--- config.mk ---
export PLATFORM = sky130hd
export DESIGN_NAME = muldiv_unit
export DESIGN_NICKNAME = d
export VERILOG_FILES = /design/src/rtl/muldiv_unit.sv
export SDC_FILE = /design/constraint.sdc
export NUM_CORES = 1
export LEC_CHECK = 0
export CAP_MARGIN = 10
export CORE_MARGIN = 5
export CORE_UTILIZATION = 50
export DETAILED_ROUTE_END_ITERATION = 8
export GPL_TIMING_DRIVEN = 0
export PLACE_DENSITY = 0.71
export SYNTH_ARGS = -nofsm -noshare
export SYNTH_HDL_FRONTEND = slang
export SYNTH_SLANG_ARGS = --single-unit
--- constraint.sdc ---
create_clock -name clk -period 9 [get_ports clk]
set_clock_uncertainty 0.1 [all_clocks]
set_input_delay 1.8 -clock clk [delete_from_list [all_inputs] [get_ports clk]]
set_output_delay 1.8 -clock clk [all_outputs]
set_load 0.02 [all_outputs]
--- src/rtl/muldiv_unit.sv ---
// Iterative 32x32 multiply / divide unit with HI/LO registers.
// Shift-add multiply and restoring divide on magnitudes, 33 cycles per operation.
module muldiv_unit (
  input  logic        clk,
  input  logic        rstn,
  input  logic        start,
  input  logic [1:0]  op,
  input  logic [31:0] a,
  input  logic [31:0] b,
  input  logic        mthi,
  input  logic        mtlo,
  input  logic [31:0] wdata,
  output logic        busy,
  output logic        done,
  output logic [31:0] hi,
  output logic [31:0] lo
);
  typedef enum logic [1:0] {IDLE = 2'd0, CALC = 2'd1, FIX = 2'd2} state_t;

  typedef struct packed {
    logic [1:0]  op;
    logic [31:0] a;
    logic [31:0] b;
  } md_req_t;

  state_t      state, state_nxt;
  md_req_t     req_r;
  logic [4:0]  cnt;
  logic [31:0] rh, ql, dv;
  logic [31:0] rh_nxt, ql_nxt;
  logic [31:0] a_mag, b_mag;
  logic [32:0] mul_sum, div_sh;
  logic [31:0] div_diff;
  logic        div_ge;
  logic [63:0] prod, prod_fix;
  logic [31:0] q_fix, r_fix, fix_hi, fix_lo;
  logic        sgn, neg_pq, neg_r;
  logic        done_r;
  logic [31:0] hi_r, lo_r;

  // op[0]==0 selects the signed variants (MULT, DIV)
  assign a_mag = (~op[0] & a[31]) ? -a : a;
  assign b_mag = (~op[0] & b[31]) ? -b : b;

  // One iteration: rh holds the partial product high word / partial remainder,
  // ql the multiplier being consumed / quotient being built.
  always_comb begin
    mul_sum  = {1'b0, rh} + (ql[0] ? {1'b0, dv} : 33'd0);
    div_sh   = {rh, ql[31]};
    div_ge   = div_sh >= {1'b0, dv};
    div_diff = div_sh[31:0] - dv;
    if (req_r.op[1]) begin
      rh_nxt = div_ge ? div_diff : div_sh[31:0];
      ql_nxt = {ql[30:0], div_ge};
    end else begin
      rh_nxt = mul_sum[32:1];
      ql_nxt = {mul_sum[0], ql[31:1]};
    end
  end

  always_comb begin
    sgn      = ~req_r.op[0];
    neg_pq   = sgn & (req_r.a[31] ^ req_r.b[31]);
    neg_r    = sgn & req_r.a[31];
    prod     = {rh, ql};
    prod_fix = neg_pq ? -prod : prod;
    q_fix    = neg_pq ? -ql : ql;
    r_fix    = neg_r ? -rh : rh;
    fix_hi   = prod_fix[63:32];
    fix_lo   = prod_fix[31:0];
    if (req_r.op[1]) begin
      if (req_r.b == 32'd0) begin
        fix_hi = req_r.a;
        fix_lo = 32'hFFFF_FFFF;
      end else begin
        fix_hi = r_fix;
        fix_lo = q_fix;
      end
    end
  end

  always_ff @(posedge clk or negedge rstn) begin
    if (!rstn) state <= IDLE;
    else       state <= state_nxt;
  end

  always_comb begin
    state_nxt = state;
    case (state)
      IDLE:    if (start) state_nxt = CALC;
      CALC:    if (cnt == 5'd31) state_nxt = FIX;
      FIX:     state_nxt = IDLE;
      default: state_nxt = IDLE;
    endcase
  end

  always_ff @(posedge clk or negedge rstn) begin
    if (!rstn) begin
      req_r  <= '0;
      cnt    <= '0;
      rh     <= '0;
      ql     <= '0;
      dv     <= '0;
      done_r <= 1'b0;
      hi_r   <= '0;
      lo_r   <= '0;
    end else begin
      done_r <= 1'b0;
      case (state)
        IDLE: begin
          if (start) begin
            req_r <= '{op: op, a: a, b: b};
            cnt   <= '0;
            rh    <= '0;
            ql    <= op[1] ? a_mag : b_mag;
            dv    <= op[1] ? b_mag : a_mag;
          end else begin
            if (mthi) hi_r <= wdata;
            if (mtlo) lo_r <= wdata;
          end
        end
        CALC: begin
          rh  <= rh_nxt;
          ql  <= ql_nxt;
          cnt <= cnt + 5'd1;
        end
        FIX: begin
          hi_r   <= fix_hi;
          lo_r   <= fix_lo;
          done_r <= 1'b1;
        end
        default: ;
      endcase
    end
  end

  assign busy = (state != IDLE);
  assign done = done_r;
  assign hi   = hi_r;
  assign lo   = lo_r;
endmodule

# Yosys cells after proc, flatten, opt, wreduce, memory -nomap -nowiden
# Cells that the tools add are included.
# Widths: inputs -> output; s select.
[word_totals]
register_bits = 234
input_bits = 103
output_inout_bits = 66
wordCells = 76
[op_classes]
add_sub_neg = 8
n_lt_le_gt_ge = 1
eq_ne = 8
n_mux = 31
bitwise = 7
reduce_logical = 10
[op_table]
columns = ["operator", "count"]
rows = [
  ["$mux 32", 20],
  ["$pmux 32 s2", 4],
  ["$neg 32->32", 4],
  ["$mux 64", 1],
  ["$neg 64->64", 1],
  ["$add 32x32->33", 1],
  ["$ge 33x32->1", 1],
  ["$logic_not 32->1", 1],
  ["$sub 32x32->32", 1],
  ["$ne 2x2->1 const B", 5],
  ["$pmux 5 s2", 1],
  ["$reduce_and 2->1", 3],
  ["$reduce_and 3->1", 2],
  ["$reduce_bool 2->1", 3],
  ["$add 5x1->5 const B", 1],
  ["$eq 5x5->1 const B", 1],
  ["$mux 5", 1],
  ["$and 1x1->1", 4],
  ["$mux 2", 2],
  ["$pmux 2 s2", 1],
  ["$eq 2x1->1 const B", 1],
  ["$eq 2x2->1 const B", 1],
  ["$logic_not 2->1", 1],
  ["$not 1->1", 2],
  ["other kinds (2)", 2],
]

# Logic depth before layout (Yosys ltp)
# Gate-level depths: netlist of the first run.
[depth]
ltp_word = 6
depth_mapped = 14
ltp_nobuf = 13

# Least setup slack after synthesis of the first run
# Ideal clock, no wire load.
[synth_path]
path_type = "input-to-reg"
startpoint = "in a[12]"
endpoint = "reg ql[23]"
setup_time_ns = 0.137
arrival_time_ns = 3.878
t_required_ns = 8.763
setup_slack_ns = 4.885
stages = 9
cell_sequence = "or4_4 -> or3_4 -> or4_4 -> nor2_4 -> nor2_2 -> xnor2_2 -> nand2_1 -> a311oi_1 -> a21oi_1"
[synth_between]
elab_chain_len = 5
[synth_rtl]
columns = ["element", "line", "text"]
rows = [
  ["start, declared", "8", "input logic [31:0] a,"],
  ["$neg 32->32", "42", "assign a_mag = (~op[0] & a[31]) ? -a : a;"],
  ["$mux 32", "42", ""],
  ["$mux 32", "115", "ql <= op[1] ? a_mag : b_mag;"],
  ["$mux 32", "111", "if (start) begin"],
  ["$pmux 32 s2", "109", "case (state)"],
  ["end signal, assigned", "115", ""],
  ["end signal, assigned", "124", "ql <= ql_nxt;"],
  ["end, declared", "29", "logic [31:0] rh, ql, dv;"],
]
# No other way between the ends. The select of a mux whose other input is x is not followed.
# A chain may end at the register's enable or synchronous reset.

# Worst setup path in the final report of the first run
[layout_path]
startpoint = "reg ql[0]"
endpoint = "reg rh[28]"
[layout_between]
elab_chain_len = 4
[layout_rtl]
columns = ["element", "line", "text"]
rows = [
  ["$mux 32", "48", "mul_sum = {1'b0, rh} + (ql[0] ? {1'b0, dv} : 33'd0);"],
  ["$add 32x32->33", "48", ""],
  ["$mux 32", "52", "if (req_r.op[1]) begin"],
  ["$pmux 32 s2", "109", ""],
  ["end signal, assigned", "123", "rh <= rh_nxt;"],
  ["end, declared", "29", ""],
]
# No other way between the ends.

==> results of run 1 <==
-- cell type report --
| type | count | area share |
|---|---|---|
| clock buffer | 38 | 0.0349 |
| tap | 461 | 0.0273 |
| buffer | 160 | 0.0302 |
| timing repair buffer | 170 | 0.0825 |
| clock inverter | 8 | 0.00557 |
| inverter | 69 | 0.0123 |
| multi-input combinational | 1843 | 0.530 |
| sequential | 234 | 0.277 |
-- synthesized netlist by cell type, types with 4 or more instances --
cell,n
a211oi_1,51
a21o_1,27
a21oi_1,212
a221oi_1,10
a22oi_1,21
a311oi_1,4
a31oi_1,44
a41oi_1,4
and2_1,10
and3_1,7
buf_1,16
buf_2,8
clkbuf_1,132
dfrtp_1,234
ha_1,70
inv_1,67
mux2i_1,41
nand2_1,370
nand2b_1,12
nand3_1,34
nand3b_1,4
nand4_1,12
nor2_1,189
nor2b_1,13
nor3_1,47
nor4_1,27
nor4_2,4
o211ai_1,32
o21a_1,10
o21ai_0,190
o21bai_1,9
o221ai_1,24
o22ai_1,42
o31ai_1,26
o41ai_1,6
or2_2,9
or3_1,25
or4_1,11
or4_4,5
xnor2_1,110
xor2_1,70
-- metal layers --
layer  up-vias  wire [microns]  GRT usage
li1       8703               -          -
met1      9438           31400      0.516
met2      1226           34200      0.592
met3       224            8150     0.0863
met4         0            4640      0.180
met5         -               0          0
-- path summary, 6_finish.rpt --
kind                                       start               endpoint  slack [ns]
max                            ql[0]$_DFFE_PN0P_     rh[28]$_DFFE_PN0P_        3.94
min                        req_r[10]$_DFFE_PN0P_  req_r[10]$_DFFE_PN0P_        0.38
max reg2reg                    ql[0]$_DFFE_PN0P_     rh[28]$_DFFE_PN0P_        3.94
min reg2reg                req_r[10]$_DFFE_PN0P_  req_r[10]$_DFFE_PN0P_        0.38
max in group asynchronous                   rstn     rh[31]$_DFFE_PN0P_        6.91
min in group asynchronous                   rstn  req_r[11]$_DFFE_PN0P_        1.03
-- flip-flops by register name, indices dropped and copies added (netlist names) --
signal / flops
cnt: 5
done: 1
dv: 32
hi: 32
lo: 32
ql: 32
req_r: 66
rh: 32
state: 2
-- cells by family after synthesis --
| logic type | count (synthesis) |
|---|---|
| simple gates | 799 |
| compound gates | 748 |
| flops | 234 |
| buf+inv | 229 |
| xor+xnor | 181 |
| fa+ha+maj | 72 |
| mux | 43 |
-- power by group through the flow --
stage | combinational (mW) | clock (mW) | sequential (mW)
detailed placement | 5.94 | 0 | 2.15
CTS | 5.98 | 1.11 | 2.13
global placement | 5.88 | 0 | 2.13
floorplan | 3.94 | 0 | 2.06
finish | 6.14 | 1.11 | 2.17
global route | 6.63 | 1.15 | 2.19
-- worst min-delay path, stage by stage (launching register included) --
cell and delay [ns]:
dfrtp_1 0.34, nand2_1 0.05, nand2_1 0.05
-- placed cells by master, fill, tap and decap left out, types with 10 or more instances in the layout --
master | netlist | routed
a211oi_1 | 51 | 51
a21o_1 | 27 | 27
a21oi_1 | 212 | 212
a221oi_1 | 10 | 10
a22oi_1 | 21 | 21
a31oi_1 | 44 | 44
and2_1 | 10 | 10
buf_1 | 16 | 16
clkbuf_1 | 132 | 141
clkbuf_16 | 0 | 27
clkdlybuf4s50_1 | 0 | 167
dfrtp_1 | 234 | 234
ha_1 | 70 | 70
inv_1 | 67 | 67
mux2i_1 | 41 | 41
nand2_1 | 370 | 370
nand2b_1 | 12 | 12
nand3_1 | 34 | 34
nand4_1 | 12 | 12
nor2_1 | 189 | 189
nor2b_1 | 13 | 13
nor3_1 | 47 | 47
nor4_1 | 27 | 27
o211ai_1 | 32 | 32
o21a_1 | 10 | 10
o21ai_0 | 190 | 190
o221ai_1 | 24 | 24
o22ai_1 | 42 | 42
o31ai_1 | 26 | 26
or3_1 | 25 | 25
or4_1 | 11 | 11
xnor2_1 | 110 | 110
xor2_1 | 70 | 70
==> flow_summary.ini, run 1 <==
[place]
portBuffers = 168
hpwl_microns = 62700
place_area_sq_um = 20300
pre_cts_slack_ns = 3.80
place_inst = 2937
gp_congestion = 1.02

[synth]
synth_top_family_by_area = compound AO/OA/AOI/OAI gates
synth_cell_types = 83
syn_avg_cell_area_sq_um = 7.78
synth-async-reset-ratio = 1.00
synth_fa_ha_area_frac = 0.0510
syn-num-nets = 2481
ys.flop_type = dfrtp_1
synth_simple_gate_area_frac = 0.202
synth-xor-area-share = 0.0887
synth_compound_area_frac = 0.258
synth_top_area_frac = 0.326
yosysWarningCount = 0
synth_top_area_cell = dfrtp_1
syn_area_sq_um = 17900
syn_inst = 2306
yosysSeqAreaShare = 0.326
synth_edf_count = 0
muxShareOfSynthArea = 0.0241
synth-seq-cells = 234
yosys-top-cells-area = dfrtp_1 (33%), nand2_1 (7.7%), a21oi_1 (5.9%), xnor2_1 (5.4%), o21ai_0 (5.3%)

[timing]
tightest_slew_ns = 1.29
hold_slack_ns = 0.375
period_needed_ns = 5.06
report.final.slew_viol_count = 0
max_clock_freq_mhz = 198
setup_violations = 0
maxSlewHeadroom = 0.118
hold_viol_final = 0
period_share = 0.562
rsz0062_at_grt = false
tns_ns = 0
fin_ws_ns = 3.94

[final_layout]
post-route-util = 0.595
instances_no_fill = 2983
nNetsFinal = 2680
fin_area_sq_um = 21100
area_delta_synth_final_pct = 17.7
fill_cells = 3287
multiInputGateArea_sq_um = 11200
register_area_sq_um = 5860
layout-drive-gt1-share = 0.0341
diodes = 0

[routing]
totalWireLength_microns = 78400
dr.pass1.iters = 5
postRouteAntennaNets = 0
wire_per_inst_microns = 26.3
drc = 0
vias = 19591
drtIter0Drc = 2343
via_per_inst = 6.57

[min_path]
hold_depth = 2
hold_class = reg2reg

[clocking]
path_clk_slew_ns = 0.06
hold_buffers = 0
htree_levels = 1
cts_resized = 0
cts_setup_buffers = 0
clock_sink_count = 234
insertion_delay_ns = 0.55
numCtsBuffers = 27
cts_buffer_depth = 3
cts_root_buffer = clkbuf_16
cts_tree = yes

[critical_path]
cp_common_cell = o21ai_0
path_depth = 14
cpMaxStageDelayCell = o21ai_0
crit_arrival_ns = 5.41
crit_family = compound AO/OA/AOI/OAI gates
critical_path_class = reg2reg
max_stage_delay_ns = 0.53
path_max_fanout = 10
path_buf_inv = 3
crit_path_end_kind = register
reg2reg_depth = 14
path_cells = clkbuf_1 -> inv_1 -> clkbuf_1 -> nor2_1 -> ha_1 -> o211ai_1 -> o21ai_0 -> o21ai_0 -> o21ai_0 -> a31oi_1 -> o21ai_0 -> a31oi_1 -> xnor2_1 -> a211oi_1
cp-start-kind = register
critPathRequiredTime_ns = 9.35

[pwr]
sw_frac_of_total = 0.520
switchingPower_mw = 4.90
p_int_mw = 4.52
leakage_nw = 8.83
p_per_area_nw_per_um2 = 446
pwr-share-clk = 0.118
power_frac_seq = 0.230
vdd_drop_max_uv = 271
p_total_mw = 9.42
combPwrFrac = 0.652

[global_route]
antenna_found_initial = 0
grt_pass1_wl_microns = 116000
grt_pass1_vias = 18615
grt_usage = 0.384
overflow = 0
grt_max_degree = 104

[floorplan]
rows = 69
io_pins = 169
dieWidth_microns = 199
coreArea_sq_um = 35500
die-area_sq_um = 39800
die_y_microns = 199
initial_core_util = 0.506

[outcome]
outcome = finished clean

[job]
drv_cap = 0
(Power assumes the default switching activity.)
==> inputs of run 2 (changes only) <==
- clock period: 9 -> 5.3 ns (I/O delays scaled with it)
==> results of run 2 <==
Same layout as run 1 (identical final DEF). Status: finished clean.
Among the figures that moved: setup slack after placement 3.80 ns -> 0.469 ns; setup slack after layout 3.94 ns -> 0.244 ns; hold slack 0.375 ns -> 0.285 ns; register-to-register setup slack 3.94 ns -> 0.24 ns; total power 9.42 mW -> 16.0 mW; worst IR drop on VDD 271 uV -> 460 uV
==> inputs of run 3 (changes only) <==
- CORE_MARGIN: 5 -> 10
==> run 3 against run 2 <==
Non-clock buffer count decreased by 1; combinational power about the same; fmax increased by 0.42%.
==> flow_summary.ini, run 3 (synthesis gave the netlist of run 1 again) <==
[pwr]
sw_frac_of_total = 0.518
p_total_mw = 16.0
combPwrFrac = 0.647
switchingPower_mw = 8.31
p_per_area_nw_per_um2 = 759
vdd_drop_max_uv = 514
p_int_mw = 7.73
leakage_nw = 8.85
power_frac_seq = 0.229
pwr-share-clk = 0.123

[final_layout]
layout_commonest_cell = nand2_1
fin_area_sq_um = 21100
layout-drive-gt1-share = 0.0361
fill_cells = 3311
register_area_sq_um = 5860
mostFrequentLayoutCells = nand2_1 (370), dfrtp_1 (234), a21oi_1 (212), nor2_1 (189), o21ai_0 (189)
diodes = 0
largest_register_ff_count = 66
regMostFlops = req_r
post-route-util = 0.596
area_delta_synth_final_pct = 17.8
multiInputGateArea_sq_um = 11200
nNetsFinal = 2679
instances_no_fill = 2983

[critical_path]
crit_path_end_kind = register
ff2ff_setup_slack_ns = 0.26
critical_path_class = reg2reg
timing.rr.start = ql[0]$_DFFE_PN0P_
critPathRequiredTime_ns = 5.68
crit_end = rh[28]$_DFFE_PN0P_
r2r_end = rh[28]$_DFFE_PN0P_
path_max_fanout = 10
reg2reg_depth = 14
cp-start-kind = register
crit_start = ql[0]$_DFFE_PN0P_
crit_arrival_ns = 5.41

[routing]
wire_per_inst_microns = 26.2
postRouteAntennaNets = 0
totalWireLength_microns = 78200
drc = 0
drtIter0Drc = 2490
vias = 19423
via_per_inst = 6.51
dr.pass1.iters = 8

[clocking]
insertion_delay_ns = 0.58
path_clk_slew_ns = 0.06
numCtsBuffers = 27
cts_buffer_depth = 3
clock_sink_count = 234
cts_root_buffer = clkbuf_16
cts_tree = yes
cts_setup_buffers = 0
hold_buffers = 0
htree_levels = 1

[floorplan]
rows = 69
io_pins = 169
die_y_microns = 209
die-area_sq_um = 43900
initial_core_util = 0.506
dieWidth_microns = 209
coreArea_sq_um = 35500

[timing]
tns_ns = 0
period_share = 0.950
fin_ws_ns = 0.265
report.final.slew_viol_count = 0
tightest_slew_ns = 1.19
rsz0062_at_grt = false
setup_violations = 0
period_needed_ns = 5.04
hold_slack_ns = 0.375
max_clock_freq_mhz = 199
hold_viol_final = 0
maxSlewHeadroom = 0.199

[global_route]
grt_usage = 0.343
grt_pass1_vias = 18773
antenna_found_initial = 1
overflow = 0
grt_pass1_wl_microns = 117000
grt_max_degree = 120

[outcome]
outcome = finished clean

[place]
pre_cts_slack_ns = 0.179
portBuffers = 168
place_area_sq_um = 20200
gp_congestion = 1.08
hpwl_microns = 62800
place_inst = 2936

[job]
drv_cap = 0

[min_path]
hold_class = reg2reg
-- run 3: cell types whose count changed in the layout (fill, tap and decap cells not counted), sizes merged --
cell and delta:
bufinv +1, inv +2, clkbuf -4, clkinvlp -1
clkinv +3, buf -1
-- run 3: how the worst min path moves through the flow --
stage / start / to / slack (ns) / cells after the start
final: hi[10]$_DFFE_PN0P_ / hi[10]$_DFFE_PN0P_ / 0.38 / 1
after global routing: lo[11]$_DFFE_PN0P_ / lo[11]$_DFFE_PN0P_ / 0.40 / 2
after global placement: req_r[49]$_DFFE_PN0P_ / req_r[49]$_DFFE_PN0P_ / 0.36 / 2
after floorplan: req_r[34]$_DFFE_PN0P_ / req_r[34]$_DFFE_PN0P_ / 0.34 / 2
after detailed placement: req_r[12]$_DFFE_PN0P_ / req_r[12]$_DFFE_PN0P_ / 0.36 / 2
after CTS: req_r[12]$_DFFE_PN0P_ / req_r[12]$_DFFE_PN0P_ / 0.38 / 2
-- run 3: metal layers --
| layer | share of wire | vias to the layer above | track usage |
|---|---|---|---|
| met4 | 0.057 | 2 | 0.168 |
| met1 | 0.40 | 9301 | 0.455 |
| li1 | - | 8701 | - |
| met2 | 0.43 | 1178 | 0.512 |
| met3 | 0.11 | 241 | 0.0860 |
| met5 | 0.00010 | - | 0 |
-- run 3: what timing repair did --
action                     in CTS  in global routing
resized for setup               0                  1
setup endpoints to repair       0                  4
hold endpoints to repair        0                  0
-- run 3: power groups by stage --
| stage | logic (mW) | clock network [mW] | registers [mW] |
|---|---|---|---|
| floorplan | 6.69 | 0 | 3.49 |
| global placement | 9.90 | 0 | 3.62 |
| detailed placement | 10.0 | 0 | 3.64 |
| CTS | 10.1 | 1.99 | 3.61 |
| global route | 11.3 | 2.05 | 3.74 |
| finish | 10.4 | 1.98 | 3.68 |
-- run 3: worst max-delay path, stage by stage, from the launching register on --
cell and delay [ns]:
dfrtp_1 0.36, clkbuf_1 0.34, inv_1 0.54, clkbuf_1 0.47, nor2_1 0.11, ha_1 0.39
o211ai_1 0.10, o21ai_0 0.49, o21ai_0 0.32, o21ai_1 0.42, a31oi_1 0.37, o21ai_0 0.38
a31oi_1 0.16, xnor2_1 0.15, a211oi_1 0.22
-- run 3: cell type report --
cell class,count,share of cell area
inverters,69,0.0122
plain buffers,160,0.0301
clock inverters,13,0.00817
repair buffers,169,0.0811
flip-flops and latches,234,0.277
multi-input cells,1843,0.530
well taps,461,0.0273
clock buffers,34,0.0346
